==> src/rtl/maxpool_reader.sv <==
// 2x2 stride-2 max pooling from the Layer0 map into the Layer1 map.
// Six cycles per output (4 reads, 1 capture, 1 write). There is no backpressure; reads have a fixed 1-cycle latency.
module maxpool_reader #(
  parameter int IMG_W = 64,
  parameter int DW    = 20,
  parameter int AW    = 12
) (
  input  logic          clk,
  input  logic          reset,
  input  logic          start,
  output logic          busy,
  output logic          done,
  output logic          crd,
  output logic [AW-1:0] caddr_rd,
  input  logic [DW-1:0] cdata_rd,
  output logic          cwr,
  output logic [AW-3:0] caddr_wr,
  output logic [DW-1:0] cdata_wr
);

  localparam int CW = $clog2(IMG_W) - 1;

  typedef enum logic [2:0] {
    S_IDLE, S_RD0, S_RD1, S_RD2, S_RD3, S_LAST, S_WR, S_FIN
  } state_t;

  state_t               state_q, state_d;
  logic [CW-1:0]        r_q, r_d, c_q, c_d;
  logic signed [DW-1:0] max_q, max_d, dat_q, dat_d;
  logic [AW-3:0]        waddr_q, waddr_d;
  logic signed [DW-1:0] din;
  logic signed [DW-1:0] greater;
  logic                 last_win;

  assign din      = cdata_rd;
  // A tie keeps the earlier word, which has the same value anyway.
  assign greater  = (din > max_q) ? din : max_q;
  assign last_win = (r_q == {CW{1'b1}}) && (c_q == {CW{1'b1}});
  assign caddr_wr = waddr_q;
  assign cdata_wr = dat_q;

  always_comb begin
    state_d  = state_q;
    r_d      = r_q;
    c_d      = c_q;
    max_d    = max_q;
    dat_d    = dat_q;
    waddr_d  = waddr_q;
    busy     = 1'b0;
    done     = 1'b0;
    crd      = 1'b0;
    cwr      = 1'b0;
    caddr_rd = '0;
    // Read address is {2r + row_off, 2c + col_off}. The row-major layout makes the offsets plain bits.
    case (state_q)
      S_IDLE: begin
        if (start) begin
          state_d = S_RD0;
          r_d     = '0;
          c_d     = '0;
        end
      end
      S_RD0: begin
        busy     = 1'b1;
        crd      = 1'b1;
        caddr_rd = {r_q, 1'b0, c_q, 1'b0};
        state_d  = S_RD1;
      end
      S_RD1: begin
        busy     = 1'b1;
        crd      = 1'b1;
        caddr_rd = {r_q, 1'b0, c_q, 1'b1};
        max_d    = din;
        state_d  = S_RD2;
      end
      S_RD2: begin
        busy     = 1'b1;
        crd      = 1'b1;
        caddr_rd = {r_q, 1'b1, c_q, 1'b0};
        max_d    = greater;
        state_d  = S_RD3;
      end
      S_RD3: begin
        busy     = 1'b1;
        crd      = 1'b1;
        caddr_rd = {r_q, 1'b1, c_q, 1'b1};
        max_d    = greater;
        state_d  = S_LAST;
      end
      S_LAST: begin
        busy    = 1'b1;
        max_d   = greater;
        dat_d   = greater;
        waddr_d = {r_q, c_q};
        state_d = S_WR;
      end
      S_WR: begin
        busy       = 1'b1;
        cwr        = 1'b1;
        {r_d, c_d} = {r_q, c_q} + (2*CW)'(1);
        state_d    = last_win ? S_FIN : S_RD0;
      end
      S_FIN: begin
        done    = 1'b1;
        state_d = S_IDLE;
      end
      default: state_d = S_IDLE;
    endcase
  end

  always_ff @(posedge clk) begin
    if (reset) begin
      state_q <= S_IDLE;
      r_q     <= '0;
      c_q     <= '0;
      max_q   <= '0;
      dat_q   <= '0;
      waddr_q <= '0;
    end else begin
      state_q <= state_d;
      r_q     <= r_d;
      c_q     <= c_d;
      max_q   <= max_d;
      dat_q   <= dat_d;
      waddr_q <= waddr_d;
    end
  end

endmodule

==> config.mk <==
export PLATFORM = sky130hd
export DESIGN_NAME = maxpool_reader
export DESIGN_NICKNAME = d
export VERILOG_FILES = /design/src/rtl/maxpool_reader.sv
export SDC_FILE = /design/constraint.sdc
export NUM_CORES = 1
export LEC_CHECK = 0
export CORE_MARGIN = 10
export CORE_UTILIZATION = 25
export CTS_CLUSTER_DIAMETER = 40
export DETAILED_ROUTE_END_ITERATION = 16
export HOLD_SLACK_MARGIN = 0.06
export PLACE_DENSITY = 0.55
export SLEW_MARGIN = 20
export SYNTH_ARGS = -nofsm -noshare
export SYNTH_HDL_FRONTEND = slang
export SYNTH_SLANG_ARGS = --single-unit
==> constraint.sdc <==
create_clock -name clk -period 3.9 [get_ports clk]
set_input_delay 0.39 -clock clk [delete_from_list [all_inputs] [get_ports clk]]
set_output_delay 0.39 -clock clk [all_outputs]
set_load 0.1 [all_outputs]
==> summary.txt <==
Timing
  • RSZ-0062 raised after global routing: no
  • Tcrit/Tclk final: 80.20%
  • Fmax achieved: 319.7 MHz
  • Slew HR: 32.80%
  • Final min period: 3.128 ns
  • Clock skew: 0.006268 ns
  • Setup violators final: 0
  • TNS Setup: 0 ns
  • Hold Vio Cnt, Final: 0
  • Actual slew at the worst max-slew pin: 1.005 ns
  • Max Slew Vio Count: 0

Layout
  • Area Growth Syn to Fin: 27.56%
  • ANT cells: 0
  • Non-Filler Instances: 801
  • Layout cells sized above 1: 8.547%
  • Final nets: 625
  • Most frequent cells in the layout: 77 x nand2_1, 62 x nand3_1, 62 x dfxtp_1
  • Most common cell after layout, fill and taps aside: nand2_1

Critical path
  • WP data required: 4.13 ns
  • R2R cell count: 10
  • Crit. Startpoint: cdata_rd[1]
  • CP endpoint kind: flip-flop
  • Worst EP arrival: 3.35 ns
  • Reg-to-reg slack, setup: 0.94 ns
  • Reg-to-Reg End: max_q[6]$_SDFFE_PP0P_
  • Crit path kind: in2reg
  • Worst R2R Start: max_q[1]$_SDFFE_PP0P_
  • Crit path to: max_q[6]$_SDFFE_PP0P_
  • Setup crit start kind: input pin
  • Crit-path max FO: 23

Outcome
  • Status: finished, final reports clean

Clock tree
  • Total CTS buffers: 9
  • Cts-stage hold buffer count: 0
  • H-tree depth: 3
  • Worst-path clk slew: 0.06 ns
  • Postcts setup bufs: 0
  • Cts repair resizes: 0
  • Clk buf depth: 2
  • Worst-skew pair later-pin latency: 0.33 ns
  • Clock net sink count: 63
  • Clock Root Buffer: clkbuf_16
  • CTS tree: built

Routing
  • WL/cell: 15.57 µm
  • Initial DRC count: 364
  • ANT nets after route: 0
  • DRC viols: 0
  • Vias per inst: 5.045
  • Via count: 4041
  • Final WL: 12.47 mm
  • Drt first pass iters: 5

Placement
  • Global placer's final weighted congestion: 0.8116
  • Inst Count DP: 785
  • Placed wire-length estimate: 8.682 mm
  • Buffers on Ports: 68

Min path
  • Min-Delay Path Class: reg2reg

Synth
  • Post-synth EDFFs: 0
  • Ys async rst share: 0%
  • Post-Syn Nets: 585
  • Synth cell types: 40
  • Mapped cell area: 4113 µm²
  • Sequential area share after synthesis: 30.67%
  • Synth Flop Type: dfxtp_1
  • Cells after Synth: 540
  • Synthesis-stage register bit count: 63
  • Warnings from Yosys: 0
  • Mean Syn Cell Area: 7.616 µm²

Floorplanning
  • Core footprint: 16000 µm²
  • Initial core utilization: 25.70%
  • Die area: 21980 µm²
  • Row count: 46
  • Die height: 148.3 µm
  • Die Width: 148.3 µm
  • IO Count: 69

Global routing
  • Initial antenna violation count: 0
  • GRT Util Overall: 11.34%
  • Largest net degree at the start of global routing: 69
  • Vias in the first global route: 4080
  • First-pass GRT wire length: 20.80 mm
  • Total gr overflow: 0

Pwr
  • PwrDens: 416.9 nW/µm²
  • Peak VDD IR: 0.2099 mV
  • P_leak: 1.837 nW

Run
  • Maxcap violations: 0
[power by group]
| part | internal [mW] | switching [mW] |
|---|---|---|
| combinational | 0.215 | 0.370 |
| sequential | 0.679 | 0.0320 |
| clock | 0.594 | 0.297 |
| total | 1.49 | 0.699 |
[area by class of cell]
class	instances	area [µm²]
Sequential cell	63	1262
Tap cell	216	270.3
Clock inverter	3	65.06
Timing Repair Buffer	78	735.7
Multi-Input combinational cell	405	2566
Fill cell	1719	10750
Inverter	23	86.33
Clock buffer	13	260.3
[state kept, by name, summed over array words and instances (netlist names)]
| signal | flops |
|---|---|
| caddr_wr | 10 |
| r_q | 5 |
| state_q | 3 |
| c_q | 5 |
| max_q | 20 |
| cdata_wr | 20 |
[worst min-delay path by stage]
| stage | cells after the start | start | slack (ns) | to |
|---|---|---|---|---|
| final | 2 | caddr_wr[9]$_SDFFE_PP0P_ | 0.45 | caddr_wr[9]$_SDFFE_PP0P_ |
| after global routing | 2 | caddr_wr[9]$_SDFFE_PP0P_ | 0.47 | caddr_wr[9]$_SDFFE_PP0P_ |
| after CTS | 2 | caddr_wr[9]$_SDFFE_PP0P_ | 0.45 | caddr_wr[9]$_SDFFE_PP0P_ |
| after detailed placement | 2 | caddr_wr[9]$_SDFFE_PP0P_ | 0.45 | caddr_wr[9]$_SDFFE_PP0P_ |
| after global placement | 2 | caddr_wr[2]$_SDFFE_PP0P_ | 0.44 | caddr_wr[2]$_SDFFE_PP0P_ |
| after floorplan | 2 | r_q[3]$_SDFFE_PP0P_ | 0.47 | caddr_wr[8]$_SDFFE_PP0P_ |
[metrics by stage]
step | cell area (µm²) | setup slack, ns | total power [mW] | utilization, % | hold WS, ns
2_1_floorplan | 4113 | 0.2817 | 1.154 | - | 0.4661
3_3_place_gp | 4921 | 0.4829 | 1.294 | 30.76 | 0.4422
3_5_place_dp | 4921 | 0.4365 | 1.311 | 30.76 | 0.4471
4_1_cts | 5246 | 0.7887 | 2.209 | 32.79 | 0.4548
5_1_grt | 5246 | 0.6420 | 2.297 | 32.79 | 0.4746
6_report | 5246 | 0.7722 | 2.187 | 32.79 | 0.4511
[cell families after synthesis]
group	share of synthesized area (%)
mux	5.415
simple gates	33.68
buf+inv	7.088
fa+ha+maj	6.693
xor+xnor	0.2130
compound gates	16.25
flops	30.67
[per-layer routing]
metal	track usage, %	share of wire (%)
met5	0	0
met4	3.816	1.6
met3	2.913	5.2
met2	19.39	48
met1	13.47	45
[critical path, stage by stage]
cell and delay [ns]:
clkdlybuf4s50_1 0.47, ha_1 0.33, nor2b_1 0.13, o211a_1 0.20
o311a_1 0.35, o31a_1 0.31, or3_1 0.37, buf_4 0.24
a311o_1 0.36, and4_1 0.20
[synthesized netlist by cell type (all sizes together) (2+ instances only)]
cell type	instances	area, µm²
a211oi	2	15.01
a21o	2	15.01
a21oi	22	110.1
a22oi	2	15.01
a311o	19	190.2
a311oi	24	210.2
and2	13	81.33
and3	2	12.51
and4	19	166.4
buf	13	70.06
clkbuf	36	135.1
dfxtp	63	1261
ha	22	275.3
inv	23	86.33
mux2	2	22.52
mux2i	20	200.2
nand2	77	289.0
nand2b	41	256.5
nand3	62	310.3
nand4	3	18.77
nor2	39	146.4
nor2b	3	18.77
nor3	6	30.03
nor4	2	18.77
o21ai	9	45.04
o31a	2	17.52
or2	2	12.51
(Power assumes the default switching activity.)
